File: src/rtl/uart_autobaud_ctrl_if.sv
// Receiver-side link of the autobaud controller: baud code and hold go out,
// byte-complete pulse and received byte come back.
interface uart_autobaud_ctrl_if;
  logic       rx_done;
  logic [7:0] data_byte;
  logic [2:0] baud_set;
  logic       rx_hold;

  modport master (output baud_set, rx_hold, input rx_done, data_byte);
  modport slave  (input baud_set, rx_hold, output rx_done, data_byte);
endinterface

File: src/rtl/uart_autobaud_ctrl.sv
// Autobaud controller: measures the start bit of a 0x55 sync frame, picks one of
// five baud codes, then confirms it by checking the next frame through the receiver.
module uart_autobaud_ctrl #(
  parameter logic [7:0]  SYNC_BYTE      = 8'h55,
  parameter int unsigned MAX_RETRY      = 3,
  parameter logic [23:0] VERIFY_TIMEOUT = 24'd10_000_000
) (
  input  logic                  clk,
  input  logic                  reset,
  input  logic                  start,
  input  logic                  uart_rx,
  uart_autobaud_ctrl_if.master  rcv,
  output logic                  busy,
  output logic                  locked,
  output logic                  fail,
  output logic [2:0]            retry_cnt,
  output logic [15:0]           meas_width
);

  typedef enum logic [2:0] {
    IDLE, ARM, MEASURE, SETTLE, VERIFY, LOCKED, FAIL
  } state_t;

  localparam logic [15:0] GLITCH_W = 16'd217;
  localparam logic [15:0] BREAK_W  = 16'd7812;

  state_t      state, state_n;
  logic        sync1, line_s, line_prev, fall;
  logic [15:0] cnt, cnt_n, cnt_inc;
  logic [23:0] tcnt, tcnt_n;
  logic [2:0]  baud, baud_n;
  logic [15:0] width, width_n;
  logic [2:0]  retry, retry_n;
  logic        fail_evt, hold;

  function automatic logic [2:0] classify(input logic [15:0] w);
    if (w <= 16'd650)       return 3'b100;
    else if (w <= 16'd1084) return 3'b011;
    else if (w <= 16'd1952) return 3'b010;
    else if (w <= 16'd3905) return 3'b001;
    else                    return 3'b000;
  endfunction

  // Required idle before releasing the receiver: two nominal bit periods.
  function automatic logic [15:0] settle_len(input logic [2:0] code);
    case (code)
      3'b000:  return 16'd10416;
      3'b001:  return 16'd5208;
      3'b010:  return 16'd2604;
      3'b011:  return 16'd1736;
      default: return 16'd868;
    endcase
  endfunction

  assign fall    = line_prev & ~line_s;
  assign cnt_inc = (cnt == '1) ? cnt : cnt + 16'd1;

  always_comb begin
    state_n  = state;
    cnt_n    = cnt;
    tcnt_n   = tcnt;
    baud_n   = baud;
    width_n  = width;
    retry_n  = retry;
    fail_evt = 1'b0;
    case (state)
      IDLE, LOCKED, FAIL: begin
        if (start) begin
          state_n = ARM;
          retry_n = '0;
        end
      end
      ARM: begin
        if (fall) begin
          state_n = MEASURE;
          cnt_n   = 16'd1;
        end
      end
      MEASURE: begin
        if (!line_s) begin
          cnt_n = cnt_inc;
          if (cnt_inc == BREAK_W) fail_evt = 1'b1;
        end else if (cnt < GLITCH_W) begin
          state_n = ARM;
        end else begin
          state_n = SETTLE;
          baud_n  = classify(cnt);
          width_n = cnt;
          cnt_n   = '0;
        end
      end
      SETTLE: begin
        if (!line_s) begin
          cnt_n = '0;
        end else begin
          cnt_n = cnt_inc;
          if (cnt_inc == settle_len(baud)) begin
            state_n = VERIFY;
            tcnt_n  = '0;
          end
        end
      end
      VERIFY: begin
        tcnt_n = tcnt + 24'd1;
        // A byte arriving on the timeout cycle still counts.
        if (rcv.rx_done) begin
          if (rcv.data_byte == SYNC_BYTE) state_n = LOCKED;
          else                            fail_evt = 1'b1;
        end else if (tcnt_n == VERIFY_TIMEOUT) begin
          fail_evt = 1'b1;
        end
      end
      default: state_n = IDLE;
    endcase
    if (fail_evt) begin
      retry_n = retry + 3'd1;
      state_n = (retry_n == 3'(MAX_RETRY)) ? FAIL : ARM;
    end
  end

  always_ff @(posedge clk or posedge reset) begin
    if (reset) begin
      state     <= IDLE;
      sync1     <= 1'b1;
      line_s    <= 1'b1;
      line_prev <= 1'b1;
      cnt       <= '0;
      tcnt      <= '0;
      baud      <= '0;
      width     <= '0;
      retry     <= '0;
      busy      <= 1'b0;
      locked    <= 1'b0;
      fail      <= 1'b0;
      hold      <= 1'b1;
    end else begin
      state     <= state_n;
      sync1     <= uart_rx;
      line_s    <= sync1;
      line_prev <= line_s;
      cnt       <= cnt_n;
      tcnt      <= tcnt_n;
      baud      <= baud_n;
      width     <= width_n;
      retry     <= retry_n;
      busy      <= (state_n == ARM) || (state_n == MEASURE) ||
                   (state_n == SETTLE) || (state_n == VERIFY);
      locked    <= (state_n == LOCKED);
      fail      <= (state_n == FAIL);
      hold      <= !((state_n == VERIFY) || (state_n == LOCKED));
    end
  end

  assign rcv.baud_set = baud;
  assign rcv.rx_hold  = hold;
  assign retry_cnt    = retry;
  assign meas_width   = width;

endmodule

File: src/flat_wrapper.sv
// flat-port wrapper written by rule: the top's interface ports become plain ports
module uart_autobaud_ctrl_flat 
#(
  parameter logic [7:0]  SYNC_BYTE      = 8'h55,
  parameter int unsigned MAX_RETRY      = 3,
  parameter logic [23:0] VERIFY_TIMEOUT = 24'd10_000_000
)
  (clk, reset, start, uart_rx, busy, locked, fail, retry_cnt, meas_width, rcv_baud_set, rcv_rx_hold, rcv_rx_done, rcv_data_byte);
  uart_autobaud_ctrl_if rcv_i ();
  input  logic clk;
  input  logic reset;
  input  logic start;
  input  logic uart_rx;
  output logic busy;
  output logic locked;
  output logic fail;
  output logic [2:0] retry_cnt;
  output logic [15:0] meas_width;
  output wire logic [$bits(rcv_i.baud_set)-1:0] rcv_baud_set;
  output wire logic [$bits(rcv_i.rx_hold)-1:0] rcv_rx_hold;
  input wire logic [$bits(rcv_i.rx_done)-1:0] rcv_rx_done;
  input wire logic [$bits(rcv_i.data_byte)-1:0] rcv_data_byte;
  assign rcv_baud_set = rcv_i.baud_set;
  assign rcv_rx_hold = rcv_i.rx_hold;
  assign rcv_i.rx_done = rcv_rx_done;
  assign rcv_i.data_byte = rcv_data_byte;
  uart_autobaud_ctrl #(.SYNC_BYTE(SYNC_BYTE), .MAX_RETRY(MAX_RETRY), .VERIFY_TIMEOUT(VERIFY_TIMEOUT)) u_core (.clk(clk), .reset(reset), .start(start), .uart_rx(uart_rx), .rcv(rcv_i), .busy(busy), .locked(locked), .fail(fail), .retry_cnt(retry_cnt), .meas_width(meas_width));
endmodule
File: config.mk
export PLATFORM = sky130hd
export DESIGN_NAME = uart_autobaud_ctrl_flat
export DESIGN_NICKNAME = d
export VERILOG_FILES = /design/src/rtl/uart_autobaud_ctrl_if.sv /design/src/rtl/uart_autobaud_ctrl.sv /design/src/flat_wrapper.sv
export SDC_FILE = /design/constraint.sdc
export NUM_CORES = 1
export LEC_CHECK = 0
export ABC_AREA = 1
export BUFFER_PORTS_ARGS = -buffer_cell sky130_fd_sc_hd__buf_2
export CAP_MARGIN = 20
export CORE_AREA = 5 5 95 97
export CTS_CLUSTER_DIAMETER = 150
export DETAILED_ROUTE_END_ITERATION = 16
export DIE_AREA = 0 0 100 102
export GPL_TIMING_DRIVEN = 1
export MAX_ROUTING_LAYER = met4
export PLACE_DENSITY_LB_ADDON = 0.12
export REMOVE_ABC_BUFFERS = 1
export SLEW_MARGIN = 20
export SYNTH_ARGS = -nofsm -noshare
export SYNTH_HDL_FRONTEND = slang
export SYNTH_SLANG_ARGS = --single-unit
File: constraint.sdc
create_clock -name clk -period 3.4 [get_ports clk]
set_input_delay 1.02 -clock clk [delete_from_list [all_inputs] [get_ports clk]]
set_output_delay 1.02 -clock clk [all_outputs]
set_load 0.01 [all_outputs]
Yosys cells after proc, flatten, opt, wreduce, memory -nomap -nowiden
Index checks and enable logic that the tools add are counted.
{ "classes": {"add_sub_neg": 3, "n_lt_le_gt_ge": 5, "n_eq_ne": 25, "n_mux": 36, "bitwise_logic": 3, "n_reduce_logical": 16} }
{ "op_table": {"columns": ["op", "n"], "rows": [
  ["16-bit two-way mux", 7],
  ["14-bit one-hot mux with 4 select lines", 1],
  ["24-bit two-way mux", 2],
  ["16-bit one-hot mux with 3 select lines", 1],
  ["24-bit one-hot mux with 2 select lines", 1],
  ["3-bit two-way mux", 15],
  ["16-bit by 11-bit <= comparator with 1-bit output (second input constant)", 2],
  ["24-bit by 1-bit adder with 24-bit output (second input constant)", 1],
  ["24-bit == test (second input constant)", 1],
  ["3-bit by 2-bit == test with 1-bit output (second input constant)", 7],
  ["3-bit == test (second input constant)", 6],
  ["16-bit by 1-bit adder with 16-bit output (second input constant)", 1],
  ["16-bit by 13-bit == test with 1-bit output (second input constant)", 1],
  ["16-bit == test", 1],
  ["16-bit == test (second input constant)", 1],
  ["16-bit by 10-bit <= comparator with 1-bit output (second input constant)", 1],
  ["16-bit by 12-bit <= comparator with 1-bit output (second input constant)", 1],
  ["16-bit by 8-bit less-than comparator with 1-bit output (second input constant)", 1],
  ["3-bit one-hot mux with 5 select lines", 1],
  ["3-bit by 1-bit == test with 1-bit output (second input constant)", 3],
  ["3-bit AND reduction", 3],
  ["8-bit by 7-bit == test with 1-bit output (second input constant)", 1],
  ["3-bit logical NOT", 2],
  ["1-bit two-way mux", 6],
  ["13 further kinds", 21]
]} }
{ "totals": {"regBits": 72, "inputBits": 13, "output_inout_bits": 26, "word_cells": 101} }

Logic depth before layout (Yosys ltp)
{ "logic_depth": {"depth_word": 13, "mapped_depth": 20, "depth_no_buf": 20} }

Least setup slack after synthesis
Ideal clock, no wire load.
{ "synth_timing": {"path_type": "reg-to-reg", "startpoint": "register u_core.cnt[0]", "endpoint": "register u_core.fail", "setup_time_ns": 0.124, "t_arrival_ns": 2.147, "required_time_ns": 3.276, "setup_slack_ns": 1.129, "stages_incl_launch_ff": 19, "n_path_buf": 1, "period_less_slack_ns": 2.271, "path_cell_list": "dfrtp_1 ha_1 inv_1 nor2_4 nand2_4 inv_4 nand2_4 buf_6 nand3_1 nor2_1 nand3_1 nor2_2 nand2_1 nand2_1 nand2_1 nand2_1 nand2_1 nand2_1 nor2_2"} }
{ "synth_between": {"elab_chain_cells": 8, "elab_cells_between_ends": 16, "classes_between": "add/sub (1); order compare (1); eq/ne (4); mux (10)"} }
{ "synth_lines": {"columns": ["item", "line", "text"], "rows": [
  ["start, declared", "uart_autobaud_ctrl.sv:29", "logic [15:0] cnt, cnt_n, cnt_inc;"],
  ["start signal, assigned", "uart_autobaud_ctrl.sv:141", "cnt <= cnt_n;"],
  ["16-bit by 1-bit adder with 16-bit output or 16-bit == test (tied branches)", "uart_autobaud_ctrl.sv:56", "assign cnt_inc = (cnt == '1) ? cnt : cnt + 16'd1;"],
  ["16-bit two-way mux", "uart_autobaud_ctrl.sv:56", null],
  ["16-bit == test or 16-bit by 13-bit == test with 1-bit output (tied branches)", "uart_autobaud_ctrl.sv:97, uart_autobaud_ctrl.sv:82", null],
  ["3-bit two-way mux or 1-bit two-way mux (tied branches)", "uart_autobaud_ctrl.sv:97, uart_autobaud_ctrl.sv:82", null],
  ["3-bit two-way mux or 1-bit two-way mux (tied branches)", "uart_autobaud_ctrl.sv:93, uart_autobaud_ctrl.sv:80", null],
  ["3-bit one-hot mux with 5 select lines or 1-bit one-hot mux with 2 select lines (tied branches)", "uart_autobaud_ctrl.sv:66", "case (state)"],
  ["3-bit two-way mux *", "uart_autobaud_ctrl.sv:115", "if (fail_evt) begin"],
  ["named net u_core.state_n[1]", "uart_autobaud_ctrl.sv:27", "state_t state, state_n;"],
  ["3-bit == test *", "uart_autobaud_ctrl.sv:149", "fail <= (state_n == FAIL);"],
  ["end signal, assigned", "uart_autobaud_ctrl.sv:149", null],
  ["end, declared", "uart_autobaud_ctrl.sv:15", "output logic fail,"]
]} }
Mark *: on every way through the listed nets, which the timed path passes. The rest lies on a longest branch.
A chain may end at the register's enable or synchronous reset.

Worst setup path in the final report
{ "layout_timing": {"startpoint": "register u_core.cnt[0]", "endpoint": "register u_core.tcnt[23]"} }
{ "layout_between": {"elab_chain_cells": 5, "elab_cells_between_ends": 6, "classes_between": "add/sub (1); eq/ne (3); mux (1); reduce/logical (1)"} }
{ "layout_lines": {"columns": ["item", "line", "text"], "rows": [
  ["16-bit by 1-bit adder with 16-bit output or 16-bit == test (tied branches)", "uart_autobaud_ctrl.sv:56", null],
  ["16-bit two-way mux *", "uart_autobaud_ctrl.sv:56", null],
  ["16-bit == test *", "uart_autobaud_ctrl.sv:97", "if (cnt_inc == settle_len(baud)) begin"],
  ["2-bit by 1-bit != test with 1-bit output (no line) *", null, null],
  ["3-bit AND reduction (no line) *", null, null],
  ["end signal, assigned", "uart_autobaud_ctrl.sv:142", "tcnt <= tcnt_n;"],
  ["end, declared", "uart_autobaud_ctrl.sv:30", "logic [23:0] tcnt, tcnt_n;"]
]} }
Every way passes the cells marked *; elsewhere a longest branch is shown, timed or not.

==> metrics.log <==
[metrics] DRC marker count from the first detailed-route iteration: 331
[metrics] pin count of the biggest net entering global routing: 47
[metrics] maximum count of clock buffers along a single path: 2
[metrics] slew of the pin with the lowest slew margin: 0.596 ns
[metrics] initial cell density of the core: 59.7%
[metrics] DR vias/cell: about 5.6
[metrics] Pre-antenna DRT Iters: 5
[metrics] share of flip-flops with an asynchronous set or reset after synthesis: 100%
[metrics] Worst-Skew Late Latency: 0.36 ns
[metrics] row count: 33
[metrics] Crit Path Category: reg -> reg
[metrics] Die ar.: 0.0102 mm²
[metrics] overall via count from detail_route: about 5,000
[metrics] drt total wl: 13.4 mm
[metrics] final total power: 1550 µW
[metrics] cell with the largest stage delay on the worst path: sky130_fd_sc_hd__dfrtp_1
[metrics] setup skew after layout: 0.00936 ns
[metrics] outcome: finished, final reports clean
[metrics] finished layout cell area: ~0.0053 mm²
[metrics] Final nets: 778
[metrics] number of failing hold endpoints at the final stage: 0
[metrics] worst slew margin relative to its limit: 60.2%
[metrics] part of the Yosys area used for sequential elements: 37.6%
[metrics] largest incremental delay on the critical path: between 0.4 and 0.5 ns
[metrics] cell mode on critical path: sky130_fd_sc_hd__nand2_1
[metrics] count of antenna diodes in the layout: 0
[metrics] Die Y-Extent: 102 µm
[metrics] crit start category: register
[metrics] Post-DP Area: 0.00511 mm²
[metrics] count of flip-flops with a built-in enable after synthesis: 0
[metrics] count of input and output buffers: 38
[metrics] kind of path behind the tightest hold check: reg -> reg
[metrics] Crit path required time: around 3.6 ns
[metrics] worst vdd rail ir drop: 254 µV
[metrics] GR Util All Layers: 28.6%
[metrics] RSZ-0062 raised after global routing: false
[metrics] post-CTS clock slew at the launch and capture registers of the worst setup and hold paths: 0.08 ns
[metrics] boundary pin count: 39
[metrics] CP Launch Point: u_core.cnt[0]$_DFFE_PP0P_
[metrics] RR Startpoint: u_core.cnt[0]$_DFFE_PP0P_
[metrics] residual overflow from global routing: 0
[metrics] number of unique standard cell types used by synthesis: between 40 and 50
[metrics] synthesis-to-layout area growth: 9.96%
[metrics] wire length of the first global-routing pass: 22.5 mm
[metrics] core region area: 0.00805 mm²
[metrics] predominant post-synthesis flop cell: sky130_fd_sc_hd__dfrtp_1
[metrics] post-CTS resize count: 0
[metrics] post-route fraction of the period consumed by the critical path: 79.5%
[metrics] via count of the first global-routing pass: 4,730
[metrics] total clock sinks: just over 70
[metrics] number of buffers created by CTS: 9
[metrics] HPWL after detailed placement: around 10 mm
[metrics] GPL Wtd Cong: between 0.9 and 1
[metrics] post-placement worst setup slack: 0.780 ns
[metrics] Setup Viol. Count Final: 0
[metrics] post-DR wirelength/cell: around 15 µm
[metrics] final critical path time including I/O delays and setup: 2.70 ns
[metrics] critical path cell sequence: ha_1 > inv_1 > nor2_4 > nand2_4 > inv_4 > nand2_4 > nand2_1 > o21ai_0 > nand2_1 > nor2_1 > nand2_1 > nor2_2 > nand3_2 > nand2_1 > buf_4 > o22ai_1
[metrics] number of antenna violations at the first check in global routing: 0
[metrics] critical path arrival: 2.92 ns
[metrics] post-route antenna net violation count: 0
[metrics] maximum fanout count along the critical path: 24
[metrics] max-cap violations: 0
[metrics] Post-Route Setup TNS: 0 ns
[metrics] netlist area before placement: 0.00481 mm²
[metrics] count of pins over their slew limit: 0
[metrics] YS warnings: 0
[metrics] final routed DRC violation total: 0
[metrics] Hold-fix buffers, CTS: 0
[metrics] leakage power figure: ~0.0025 µW
[metrics] cell family with the largest share of critical-path delay: simple AND/OR/NAND/NOR gates
[metrics] clk root buf: sky130_fd_sc_hd__clkbuf_8
[metrics] setup repair bufs after CTS: 0
[metrics] endpoint class of the critical path: register
[metrics] Mapped Cells: slightly above 700
[metrics] layout cells sized above 1: approximately 13%
[metrics] Die Width: around 100 µm
[metrics] Highest Clock Rate: 0.370 GHz
[metrics] Mapped Avg Cell Area: 6.73 µm²
[metrics] beginning of the worst hold path: u_core.sync1$_DFF_PP1_
[metrics] count of buffer and inverter cells on the critical path: 3
[metrics] PwrDens: around 290 mW/mm²
[metrics] CTS HTree Levels: 3
[metrics] CTS tree: done
[metrics] final core utilization: 65.7%
[metrics] post-layout worst setup margin: 0.697 ns
[metrics] flops & latches, synth: approximately 70
==> cell usage in the layout, fill, tap and decap left out, drive strengths merged <==
cell type / synthesis / routed
xnor2: 2 / 2
nor4: 1 / 1
nor3: 6 / 6
buf: 5 / 43
o22ai: 17 / 17
clkinvlp: 0 / 2
clkinv: 2 / 6
xor2: 6 / 6
o21ai: 56 / 56
a311oi: 1 / 1
o211ai: 2 / 2
dfrtp: 68 / 68
ha: 8 / 8
nand3: 60 / 60
o311ai: 1 / 1
a31oi: 1 / 1
o21bai: 1 / 1
o2111ai: 2 / 2
nor2: 95 / 95
inv: 90 / 90
and2: 1 / 1
nand2: 246 / 246
o31ai: 1 / 1
nand3b: 1 / 1
clkbuf: 7 / 10
a211oi: 1 / 1
a21oi: 9 / 9
dfstp: 4 / 4
nand4: 21 / 21
==> state kept, by name, summed over array words and instances, names as in the netlist <==
register	cells
u_core.tcnt	24
u_core.cnt	16
u_core.meas_width	16
u_core.rcv.baud_set	3
u_core.retry_cnt	3
u_core.state	3
u_core.busy	1
u_core.fail	1
u_core.line_prev	1
u_core.line_s	1
u_core.locked	1
u_core.rcv.rx_hold	1
u_core.sync1	1
==> per-layer routing <==
metal	global-route usage, %	wire length (µm)	vias up
met2	45.7	6390	176
li1	-	-	2392
met5	-	0	-
met3	3.62	791	32
met1	37.2	5890	2281
met4	11.4	330	0
==> kinds of logic after synthesis <==
family                     after synthesis  synth area share (%)
and+or+nand+nor                        431                  39.2
xor gates and xnor gates                 8                  1.61
AOI/OAI and AO/OA                       92                  10.9
DFF                                     72                  37.6
adders and majority gates                8                  2.08
buffers and inverters                  104                  8.61
==> stage by stage <==
step | instances | hold slack [ns]
after floorplan | 703 | 0.345
after global placement | 851 | 0.347
after detailed placement | 851 | 0.348
after CTS | 867 | 0.355
after global routing | 867 | 0.356
final | 867 | 0.356
==> cells in the mapped netlist, types with 2 or more instances <==
| master | n | area share, % |
|---|---|---|
| sky130_fd_sc_hd__nand2_1 | 235 | 18 |
| sky130_fd_sc_hd__inv_1 | 87 | 6.8 |
| sky130_fd_sc_hd__nor2_1 | 82 | 6.4 |
| sky130_fd_sc_hd__dfrtp_1 | 68 | 35 |
| sky130_fd_sc_hd__nand3_1 | 57 | 5.9 |
| sky130_fd_sc_hd__o21ai_0 | 50 | 5.2 |
| sky130_fd_sc_hd__nand4_1 | 21 | 2.7 |
| sky130_fd_sc_hd__o22ai_1 | 17 | 2.2 |
| sky130_fd_sc_hd__nor2_2 | 11 | 1.4 |
| sky130_fd_sc_hd__ha_1 | 8 | 2.1 |
| sky130_fd_sc_hd__a21oi_1 | 7 | 0.73 |
| sky130_fd_sc_hd__clkbuf_1 | 7 | 0.55 |
| sky130_fd_sc_hd__nor3_1 | 6 | 0.62 |
| sky130_fd_sc_hd__o21ai_1 | 6 | 0.62 |
| sky130_fd_sc_hd__nand2_2 | 5 | 0.65 |
| sky130_fd_sc_hd__nand2_4 | 5 | 1.2 |
| sky130_fd_sc_hd__xor2_1 | 5 | 0.91 |
| sky130_fd_sc_hd__dfstp_2 | 4 | 2.2 |
| sky130_fd_sc_hd__nand3_2 | 3 | 0.62 |
| sky130_fd_sc_hd__buf_2 | 2 | 0.21 |
| sky130_fd_sc_hd__buf_6 | 2 | 0.47 |
| sky130_fd_sc_hd__clkinv_1 | 2 | 0.16 |
| sky130_fd_sc_hd__inv_2 | 2 | 0.16 |
| sky130_fd_sc_hd__nor2_4 | 2 | 0.47 |
| sky130_fd_sc_hd__o2111ai_1 | 2 | 0.36 |
| sky130_fd_sc_hd__o211ai_1 | 2 | 0.31 |
| sky130_fd_sc_hd__xnor2_1 | 2 | 0.36 |
==> area by class of cell <==
class,count,area [µm²]
well taps,105,131
flip-flops and latches,72,1810
clock inverters,6,46.3
fillers,751,2760
multi-input cells,539,2590
clock buffers,10,128
repair buffers,43,240
inverters,92,348
==> final timing paths <==
kind,endpoint,cells after the start,slack (ns)
worst max register to register,u_core.tcnt[23]$_DFFE_PP0P_,16,0.70
max in group asynchronous,u_core.rcv.rx_hold$_DFF_PP1_,3,1.97
min in group asynchronous,u_core.meas_width[2]$_DFFE_PP0P_,2,0.72
worst min register to register,u_core.line_s$_DFF_PP1_,0,0.36
worst max-delay path,u_core.tcnt[23]$_DFFE_PP0P_,16,0.70
worst min-delay path,u_core.line_s$_DFF_PP1_,0,0.36
==> report_power, final <==
part	leakage, µW	total, µW	internal (µW)	switching [µW]
Sequential	0.000974	869	862	7.09
Clock	0.0000824	614	267	347
Combinational	0.00148	67.2	19.3	47.9
Total	0.00254	1550	1150	402
==> worst reg2reg max path, stage by stage (launching register included) <==
cell	delay (ns)
sky130_fd_sc_hd__dfrtp_1	0.45
sky130_fd_sc_hd__ha_1	0.28
sky130_fd_sc_hd__inv_1	0.11
sky130_fd_sc_hd__nor2_4	0.07
sky130_fd_sc_hd__nand2_4	0.10
sky130_fd_sc_hd__inv_4	0.04
sky130_fd_sc_hd__nand2_4	0.27
sky130_fd_sc_hd__nand2_1	0.18
sky130_fd_sc_hd__o21ai_0	0.11
sky130_fd_sc_hd__nand2_1	0.06
sky130_fd_sc_hd__nor2_1	0.11
sky130_fd_sc_hd__nand2_1	0.07
sky130_fd_sc_hd__nor2_2	0.11
sky130_fd_sc_hd__nand3_2	0.13
sky130_fd_sc_hd__nand2_1	0.08
sky130_fd_sc_hd__buf_4	0.26
sky130_fd_sc_hd__o22ai_1	0.13
No activity file was read; power rests on OpenSTA's default activity.
